File: src/rtl/mil1553_sched_pkg.sv
// Shared types for the 1553 transmit scheduler: FSM states, word fields,
// requester count and default message length limit.
package mil1553_sched_pkg;
  localparam int NUM_REQ   = 2;
  localparam int DAT_W     = 16;
  localparam int SYNC_W    = 1;
  localparam int MAX_WORDS = 33;

  typedef enum logic [1:0] {IDLE, XFER, GAP} state_e;

  typedef struct packed {
    logic [DAT_W-1:0]  dat;
    logic [SYNC_W-1:0] cmd;
    logic              last;
  } word_t;
endpackage

File: src/rtl/mil1553_rr_arb.sv
// Two-way round-robin arbiter. Grant is registered on ld and held until clr;
// last_srv remembers the previous owner to break ties.
module mil1553_rr_arb
  import mil1553_sched_pkg::*;
(
  input  logic               aclk,
  input  logic               arstn,
  input  logic [NUM_REQ-1:0] req,
  input  logic               ld,
  input  logic               clr,
  output logic [NUM_REQ-1:0] grant
);
  logic               last_srv;
  logic [NUM_REQ-1:0] win;

  // On a tie the requester not served last wins
  always_comb begin
    win = '0;
    if (req[0] && (!req[1] || last_srv)) win = 2'b01;
    else if (req[1])                     win = 2'b10;
  end

  always_ff @(posedge aclk) begin
    if (!arstn) begin
      grant    <= '0;
      last_srv <= 1'b1;
    end else if (ld && |req) begin
      grant    <= win;
      last_srv <= win[1];
    end else if (clr) begin
      grant    <= '0;
    end
  end
endmodule

File: src/rtl/mil1553_tx_sched.sv
// Message-level scheduler sharing the 1553 transmit encoder between two
// word sources, with length limit, stall abort and inter-message gap.
module mil1553_tx_sched
  import mil1553_sched_pkg::*;
#(
  parameter int msg_gap_cycles = 200,
  parameter int stall_cycles   = 50,
  parameter int max_words      = MAX_WORDS
) (
  input  logic                          aclk,
  input  logic                          arstn,
  input  logic [NUM_REQ-1:0][DAT_W-1:0] s_dat,
  input  logic [NUM_REQ-1:0]            s_cmd,
  input  logic [NUM_REQ-1:0]            s_last,
  input  logic [NUM_REQ-1:0]            s_valid,
  output logic [NUM_REQ-1:0]            s_ready,
  output logic [DAT_W-1:0]              m_dat,
  output logic                          m_cmd,
  output logic                          m_last,
  output logic                          m_valid,
  input  logic                          m_ready,
  output logic [NUM_REQ-1:0]            grant,
  output logic                          busy,
  output logic                          err_stall,
  output logic                          err_len
);
  localparam int WC_W = $clog2(max_words + 1);
  localparam int SC_W = $clog2(stall_cycles + 1);
  localparam int GC_W = $clog2(msg_gap_cycles + 1);

  state_e             state;
  logic [WC_W-1:0]    wcnt;
  logic [SC_W-1:0]    scnt;
  logic [GC_W-1:0]    gcnt;
  logic [NUM_REQ-1:0] hs_vec;
  logic               ld_ok, hs, len_hit, stall_hit, gap_hit, xfer_end;
  word_t              sel;
  logic               sel_valid;

  assign ld_ok = ~m_valid | m_ready;

  genvar i;
  for (i = 0; i < NUM_REQ; i++) begin : g_req
    assign s_ready[i] = (state == XFER) & grant[i] & ld_ok;
    assign hs_vec[i]  = s_valid[i] & s_ready[i];
  end

  always_comb begin
    sel       = '0;
    sel_valid = 1'b0;
    for (int r = 0; r < NUM_REQ; r++) begin
      if (grant[r]) begin
        sel       = '{dat: s_dat[r], cmd: s_cmd[r], last: s_last[r]};
        sel_valid = s_valid[r];
      end
    end
  end

  assign hs        = |hs_vec;
  // wcnt counts words already taken, so this handshake is the max_words-th
  assign len_hit   = (wcnt == WC_W'(max_words - 1));
  assign stall_hit = !sel_valid && (wcnt != '0) && (scnt == SC_W'(stall_cycles - 1));
  assign gap_hit   = !m_valid && (gcnt == GC_W'(msg_gap_cycles - 1));
  assign xfer_end  = hs ? (sel.last | len_hit) : stall_hit;
  assign busy      = (state != IDLE);

  mil1553_rr_arb u_arb (
    .aclk  (aclk),
    .arstn (arstn),
    .req   (s_valid),
    .ld    (state == IDLE),
    .clr   ((state == XFER) && xfer_end),
    .grant (grant)
  );

  always_ff @(posedge aclk) begin
    if (!arstn) begin
      state     <= IDLE;
      wcnt      <= '0;
      scnt      <= '0;
      gcnt      <= '0;
      m_dat     <= '0;
      m_cmd     <= 1'b0;
      m_last    <= 1'b0;
      m_valid   <= 1'b0;
      err_stall <= 1'b0;
      err_len   <= 1'b0;
    end else begin
      err_stall <= 1'b0;
      err_len   <= 1'b0;

      if (hs) begin
        m_dat   <= sel.dat;
        m_cmd   <= sel.cmd;
        m_last  <= sel.last | len_hit;
        m_valid <= 1'b1;
      end else if (m_ready) begin
        m_valid <= 1'b0;
      end

      case (state)
        IDLE: begin
          wcnt <= '0;
          scnt <= '0;
          gcnt <= '0;
          if (|s_valid) state <= XFER;
        end
        XFER: begin
          if (hs) begin
            wcnt <= wcnt + WC_W'(1);
            scnt <= '0;
          end else if (!sel_valid && (wcnt != '0)) begin
            scnt <= scnt + SC_W'(1);
          end
          if (xfer_end) begin
            state     <= GAP;
            gcnt      <= '0;
            err_len   <= hs & len_hit & ~sel.last;
            err_stall <= ~hs;
          end
        end
        GAP: begin
          // Gap is timed from the last word leaving the output register
          if (!m_valid) begin
            gcnt <= gcnt + GC_W'(1);
            if (gap_hit) state <= IDLE;
          end
        end
        default: state <= IDLE;
      endcase
    end
  end
endmodule

File: config.mk
export PLATFORM = sky130hd
export DESIGN_NAME = mil1553_tx_sched
export DESIGN_NICKNAME = d
export VERILOG_FILES = /design/src/rtl/mil1553_sched_pkg.sv /design/src/rtl/mil1553_rr_arb.sv /design/src/rtl/mil1553_tx_sched.sv
export SDC_FILE = /design/constraint.sdc
export NUM_CORES = 1
export LEC_CHECK = 0
export CORE_UTILIZATION = 40
export CTS_BUF_LIST = sky130_fd_sc_hd__clkbuf_16
export DETAILED_ROUTE_END_ITERATION = 10
export GPL_TIMING_DRIVEN = 0
export HOLD_SLACK_MARGIN = 0.06
export PLACE_DENSITY_LB_ADDON = 0.12
export REMOVE_ABC_BUFFERS = 1
export SKIP_CTS_REPAIR_TIMING = 1
export SYNTH_ARGS = -nofsm -noshare
export SYNTH_HDL_FRONTEND = slang
export SYNTH_SLANG_ARGS = --single-unit
File: constraint.sdc
create_clock -name aclk -period 2.2 [get_ports aclk]
set_input_delay 0.22 -clock aclk [delete_from_list [all_inputs] [get_ports aclk]]
set_output_delay 0.22 -clock aclk [all_outputs]
set_load 0.05 [all_outputs]
# Word level (Yosys, flattened, before mapping)
# Index checks and enable logic that the tools add are counted.
# word_totals
in_bits	41
register_bits	46
word_cells	87
output_inout_bits	26
# op_classes
addsub	3
n_eq_ne	11
reduce_logical	24
bitwise	13
n_mux	24
# ops
operator	n
18-bit 2-to-1 mux	2
6-bit case mux with 2 select lines	2
8-bit case mux with 3 select lines	1
6-bit 2-to-1 mux	3
2-bit 2-to-1 mux	8
8-bit 2-to-1 mux	2
6-bit by 1-bit adder with 6-bit output (second input constant)	2
6-bit == test (second input constant)	2
2-bit inequality test (second input constant)	5
8-bit by 1-bit adder with 8-bit output (second input constant)	1
1-bit AND	8
8-bit == test (second input constant)	1
2-bit nonzero test	4
1-bit logical AND	6
2-bit case mux with 3 select lines	1
3-bit AND reduction	2
6-bit nonzero test	1
1-bit 2-to-1 mux	5
2-bit AND reduction	2
4-bit AND reduction	1
2-bit OR reduction	2
1-bit zero test	3
3-bit inequality test (second input constant)	1
1-bit inverter	3
6 further kinds	7

# Logic depth before layout (Yosys ltp)
# Gate-level depths: netlist of the first run.
# depth
word_depth	9
depth_mapped	8
ltp_nobuf	7

# Hierarchy
# From an unflattened synthesis of the first run, not the netlist that was laid out.
# hier_totals
cells_unflattened	259
hier_area_um2	2214.6
# by_module_without_submodules
module	cells_per_inst	area_per_inst_um2	n_inst	seq_area_each_um2
mil1553_tx_sched	244	2082.0	1	860.8
mil1553_rr_arb	15	132.6	1	60.1

# Least setup slack after synthesis of the first run
# Ideal clock, no wire load.
# synth_path
kind	register to output
startpoint	register u_arb.grant[1]
endpoint	output s_ready[1]
setup_slack_ns	0.166
path_stages_with_launch	4
arrival_time_ns	1.814
cell_sequence	dfxtp_1 -> clkbuf_1 -> clkbuf_1 -> and2_1
# synth_via
elab_chain_cells	2
# synth_lines
item	line_no	text
start, declared	mil1553_rr_arb.sv:11	output logic [NUM_REQ-1:0] grant
start signal, assigned	mil1553_rr_arb.sv:28	grant <= win;
1-bit AND (2 in series)	mil1553_tx_sched.sv:44	assign s_ready[i] = (state == XFER) & grant[i] & ld_ok;
end, declared	mil1553_tx_sched.sv:16	output logic [NUM_REQ-1:0] s_ready,
# No other way between the ends.

# Worst setup path after layout of the first run
# layout_path
startpoint	register state[1]
endpoint	register scnt[3]
# layout_via
elab_chain_cells	7
word_cells_on_any_way	14
cone_classes	eq/ne (2); mux (2); bitwise (6); reduce/logical (4)
# layout_lines
item	line_no	text
start, declared	mil1553_tx_sched.sv:31	state_e state;
start signal, assigned	mil1553_tx_sched.sv:78	state <= IDLE;
start signal, assigned	mil1553_tx_sched.sv:106	if (|s_valid) state <= XFER;
start signal, assigned	mil1553_tx_sched.sv:116	state <= GAP;
2-bit by 1-bit == test with 1-bit output	mil1553_tx_sched.sv:44, mil1553_tx_sched.sv:101	
1-bit AND (2 in series)	mil1553_tx_sched.sv:44	
1-bit AND	mil1553_tx_sched.sv:45	assign hs_vec[i] = s_valid[i] & s_ready[i];
2-bit OR reduction	mil1553_tx_sched.sv:59	assign hs = |hs_vec;
6-bit 2-to-1 mux / 3-bit inequality test (equally long branches)	--	
6-bit case mux with 2 select lines / 2-bit AND reduction (equally long branches)	--	
end signal, assigned	mil1553_tx_sched.sv:113	scnt <= scnt + SC_W'(1);
end, declared	mil1553_tx_sched.sv:33	logic [SC_W-1:0] scnt;
# Parallel ways exist; a longest one is shown, timed or not.
# A chain may end at the register's enable or synchronous reset.

==> summary.txt, run 1 <==
Status
  – Status: finished clean

Die
  – Die W: 76.6 um
  – Initial Util: 42.5%
  – I/O Pins: 67
  – Core area: 5240 um^2
  – Die H: 76.6 um
  – Die area: 5860 um^2
  – Rows: 26

Routing
  – Post-Route WL: 5.57 mm
  – DR vias: 2144
  – Post-route DRC: 0
  – WL/cell: 14.1 um
  – Routed Antenna Nets: 0
  – Via-per-instance ratio: 5.44
  – Iter 0 DRT Violations: 97
  – Pre-antenna DRT Iters: 4

Synthesis
  – Synth Register Bits: 46
  – Seq/Total Area, Yosys: 41.4%
  – Async set-reset flop share out of synthesis: 0%
  – Prevailing post-synth register cell: dfxtp_1
  – Syn Std Cell Area: 2220 um^2
  – Syn Inst Count: 263
  – Cell variety after synth: 49
  – Syn Area/Cell: 8.45 um^2
  – Yosys warnings: 0
  – Post-synth EDFFs: 0

Timing
  – Final worst slack: 0.119 ns
  – Hold Vio Cnt, Final: 0
  – Final setup viols: 0
  – Worst relative slew slack: 52.3%
  – Measured slew at the worst slew-check pin: 0.711 ns
  – Final worst path period share: 94.6%
  – Worst Hold Slack: 0.488 ns
  – Minimum clock period: 2.08 ns
  – Final TNS setup: 0 ns
  – Achievable frequency: 480 MHz
  – Clock skew: 0.00320 ns
  – Final Slew Violations: 0

Setup path
  – Nature of the critical path startpoint: flop
  – Worst-path fanout max: 18
  – WP data required: 2.40 ns
  – Critical Path End Type: flop
  – Setup CP Type: flop to flop
  – Data arrival, critical path: 2.28 ns

Cells and area
  – Area delta synth->final: 39.9%
  – Layout Nets: 370
  – # diodes: 0
  – Commonest non-fill, non-tap cell in the layout: clkdlybuf4s50_1
  – Most frequent cells in the layout: clkdlybuf4s50_1, dfxtp_1, nor2_1, nand2_1, nor3_1
  – Share of layout cells above drive strength 1: 7.10%

Clock tree
  – Clk root buf: clkbuf_16
  – Clk slew on worst S/H paths: 0.06 ns
  – TritonCTS Buffers: 5
  – CTS tree: done
  – H-tree Lvls: 2
  – Clk sinks: 46
  – Maximum root-to-sink buffer count: 2
  – Skew-Pair Late Insertion Delay: 0.28 ns

Hold path
  – Hold WC Path Type: flop to flop

Placed design
  – PortBufs: 66
  – Gp weighted congestion: 0.788
  – Post-DP HPWL: 3.76 mm
  – Pre-CTS WS: -0.739 ns

Power and ir drop
  – Pleak: 0.00114 uW
  – Final Power: 2110 uW
  – Worst vdd ir: 0.432 mV
  – PD cells: 680 nW/um^2

Global route
  – Initial antenna violation count: 0
  – Tot GR Track Use: 19.2%
  – Total grt overflow: 0
  – Global-route wire length before repair: 9.03 mm
  – Vias in the first global route: 1950
  – Largest net degree at the start of global routing: 36

Job
  – Max-capacitance violation count: 0
[Yosys cell counts, types with 5 or more instances]
master / instances / area [um^2]
dfxtp_1: 46 / 921
o21ai_0: 10 / 50.1
ha_1: 5 / 62.6
clkbuf_1: 11 / 41.3
nor2_1: 43 / 161
nand2_1: 20 / 75.1
nor3_1: 20 / 100
a221oi_1: 18 / 158
inv_1: 6 / 22.5
a22oi_1: 7 / 52.6
a21oi_1: 7 / 35.0
nand3_1: 11 / 55.1
[critical path, stage by stage (launching register included)]
cell and delay (ns):
dfxtp_1 0.46, nand2b_1 0.39, nor3_4 0.10, buf_8 0.17, or3_1 0.40, or3_1 0.36, a31oi_1 0.12
[per-layer routing]
layer	track usage (%)	vias up	wire length (um)
li1	-	1085	-
met4	5.77	0	28
met5	0	-	0
met1	23.0	1002	2550
met2	32.1	55	2660
met3	6.71	2	334
[cell type report]
cell class	count	area, um^2
inverter	7	30.0
clock inverter	2	7.51
timing repair buffer	68	688
clock buffer	5	125
sequential	46	925
timing repair inverter	1	5.00
tap	70	87.6
fill	459	2130
multi-input combinational	195	1240
[power by group]
group          internal (uW)  switching (uW)  leakage (uW)
clock                    406             289     0.0000723
combinational            207             300      0.000692
sequential               871            41.6      0.000373
total                   1480             631       0.00114
[cell families after synthesis]
family                     synth area share [%]
muxes                                      1.80
xor gates and xnor gates                   1.58
adders and majority gates                  2.81
and+or+nand+nor                            24.6
DFF                                        41.4
AOI/OAI and AO/OA                          23.4
buffers and inverters                      4.33
[flip-flops by register name, indices dropped and copies added, names as in the netlist, 2 cells and up]
signal	count
m_dat	16
gcnt	8
scnt	6
wcnt	6
state	2
u_arb.grant	2
[per-stage QoR]
stage,instance area (um^2),utilization (%),cells
floorplan,2150,-,248
global placement,2900,55.4,384
detailed placement,2920,55.8,385
CTS,3060,58.3,392
global route,3110,59.4,394
finish,3110,59.4,394
[final timing paths]
kind / from / to / slack, ns / depth (start not counted)
worst max-delay path: state[1] / scnt[3] / 0.12 / 6
worst min-delay path: gcnt[0] / gcnt[0] / 0.49 / 1
worst max register to register: state[1] / scnt[3] / 0.12 / 6
worst min register to register: gcnt[0] / gcnt[0] / 0.49 / 1
Note: power is estimated with default switching activity, not from simulation.
==> inputs of run 2 (changes only) <==
--- a/config.mk
+++ b/config.mk
@@ -11,6 +11,7 @@
 export GPL_TIMING_DRIVEN = 0
 export HOLD_SLACK_MARGIN = 0.06
 export PLACE_DENSITY_LB_ADDON = 0.12
+export RECOVER_POWER = 50
 export REMOVE_ABC_BUFFERS = 1
 export SKIP_CTS_REPAIR_TIMING = 1
 export SYNTH_ARGS = -nofsm -noshare
==> summary.txt, run 2 (synthesis gave the netlist of run 1 again) <==
Global route
  – Tot GR Track Use: 19.2% (unchanged)
  – Vias in the first global route: 1950 (unchanged)
  – Total grt overflow: 0 (unchanged)
  – Largest net degree at the start of global routing: 36 (unchanged)
  – Initial antenna violation count: 0 (unchanged)
  – Global-route wire length before repair: 9.03 mm (unchanged)

Die
  – Die H: 76.6 um (unchanged)
  – Die W: 76.6 um (unchanged)
  – Rows: 26 (unchanged)
  – Core area: 5240 um^2 (unchanged)
  – Die area: 5860 um^2 (unchanged)
  – I/O Pins: 67 (unchanged)
  – Initial Util: 42.5% (unchanged)

Placed design
  – PortBufs: 66 (unchanged)
  – Gp weighted congestion: 0.788 (unchanged)
  – Post-DP HPWL: 3.76 mm (unchanged)

Routing
  – Post-route DRC: 0 (unchanged)
  – Via-per-instance ratio: 5.41 (-0.51%)
  – WL/cell: 14.2 um (+0.18%)
  – Pre-antenna DRT Iters: 4 (unchanged)
  – Routed Antenna Nets: 0 (unchanged)
  – DR vias: 2133 (-0.51%)
  – Post-Route WL: 5.58 mm (+0.18%)
  – Iter 0 DRT Violations: 83 (-14%)

Hold path
  – Worst Hold Endpoint: m_dat[4]
  – WHS Path Cells: 2 (+1)
  – Hold WC Path Type: flop to flop
  – Worst Hold Launch: m_dat[4]

Timing
  – Achievable frequency: 479 MHz (-0.23%)
  – Hold Vio Cnt, Final: 0 (unchanged)
  – Final setup viols: 0 (unchanged)
  – Measured slew at the worst slew-check pin: 0.710 ns (-0.00139 ns)
  – Final worst path period share: 94.8% (+0.22 points)
  – Minimum clock period: 2.09 ns (+0.00475 ns)
  – Clock skew: 0.00326 ns (+0.0000558 ns)
  – Worst Hold Slack: 0.488 ns (-0.000141 ns)
  – Worst relative slew slack: 52.4% (+0.093 points)
  – Final Slew Violations: 0 (unchanged)

Power and ir drop
  – Pleak: 0.00121 uW (+6.0%)
  – PD cells: 678 nW/um^2 (-0.30%)
  – Worst vdd ir: 0.431 mV (-0.39%)
  – Final Power: 2110 uW (-0.30%)

Cells and area
  – Layout Nets: 370 (unchanged)
  – # diodes: 0 (unchanged)
  – Register area: 925 um^2 (unchanged)
  – Multi-input gate area: 1240 um^2 (unchanged)
  – Fillcell total: 459 (unchanged)
  – Share of layout cells above drive strength 1: 7.10% (unchanged)
  – Number of flip-flops in the largest register: 16 (unchanged)
  – Area delta synth->final: 39.9% (unchanged)
  – Most flops, register: m_dat
  – Largest regs: m_dat (16), gcnt (8)
  – Commonest non-fill, non-tap cell in the layout: dfxtp_1
  – Most frequent cells in the layout: dfxtp_1, nor2_1, clkdlybuf4s50_1, dlygate4sd3_1, nand2_1

Clock tree
  – Clk root buf: clkbuf_16
  – Skew-Pair Late Insertion Delay: 0.28 ns (about the same)
  – TritonCTS Buffers: 5 (unchanged)
  – Clk slew on worst S/H paths: 0.06 ns (about the same)
  – CTS tree: done
  – H-tree Lvls: 2 (unchanged)
  – Maximum root-to-sink buffer count: 2 (unchanged)
  – Clk sinks: 46 (unchanged)

Status
  – Status: finished clean

Job
  – Max-capacitance violation count: 0 (unchanged)

Setup path
  – R2R depth: 6 (unchanged)
  – Nature of the critical path startpoint: flop
  – Worst-path fanout max: 18 (unchanged)
  – Endpoint of the lowest-slack register-to-register path: scnt[3]
  – Worst reg2reg startpoint: state[1]
  – Data arrival, critical path: 2.29 ns (about the same)
  – Setup CP Type: flop to flop
  – WP data required: 2.40 ns (about the same)
  – R2R Setup Slk: 0.11 ns (about the same)
  – Critical Path End Type: flop
==> run 2: changes by cell type in the layout (fill, tap and decap cells not counted) <==
cell and delta:
clkdlybuf4s50_1 -21, dlygate4sd3_1 +21
==> run 2: stage by stage <==
step | setup TNS (ns) | cells | util, % | cell area [um^2] | setup WS [ns]
3_3_place_gp | -51.14 | 384 | 55.4 | 2900 | -1.67
5_1_grt | -0.0110 | 394 | 59.4 | 3110 | -0.0110
3_5_place_dp | -19.16 | 385 | 55.8 | 2920 | -0.739
4_1_cts | -16.73 | 392 | 58.3 | 3060 | -0.690
6_report | 0 | 394 | 59.4 | 3110 | 0.114
2_1_floorplan | -24.83 | 248 | - | 2150 | -0.899
==> run 2: cell type report <==
type / instances / share of cell area [%]
Clock inverter: 2 / 0.241
Sequential cell: 46 / 29.7
Tap cell: 70 / 2.82
Timing Repair Buffer: 68 / 22.1
Multi-Input combinational cell: 195 / 39.9
Timing Repair inverter: 1 / 0.161
Inverter: 7 / 0.965
Clock buffer: 5 / 4.02
==> run 2: power breakdown <==
group          internal [uW]  switching, uW
Sequential               871           40.2
Combinational            198            301
Clock                    406            292
Total                   1470            634
==> run 2: worst max path at each step <==
stage | endpoint | start | cells after the start | slack (ns)
after floorplan | u_arb.grant[1] | u_arb.grant[1] | 5 | -0.90
after global placement | gcnt[2] | u_arb.grant[1] | 5 | -1.67
after detailed placement | err_len | arstn | 4 | -0.74
after CTS | gcnt[1] | u_arb.grant[1] | 5 | -0.69
after global routing | scnt[3] | state[1] | 6 | -0.01
final | scnt[3] | state[1] | 6 | 0.11
==> run 2: worst max-delay path, cell delays in order, from the launching register on <==
cell and delay, ns:
dfxtp_1 0.46, nand2b_1 0.40, nor3_4 0.10, buf_8 0.17, or3_1 0.40, or3_1 0.36
a31oi_1 0.12
==> run 2: layer usage <==
metal / wire length [um] / vias up / track usage (%)
met5: 0 / - / 0
met4: 50 / 0 / 5.77
met3: 318 / 5 / 6.71
met2: 2610 / 52 / 32.1
met1: 2600 / 989 / 23.0
li1: - / 1087 / -
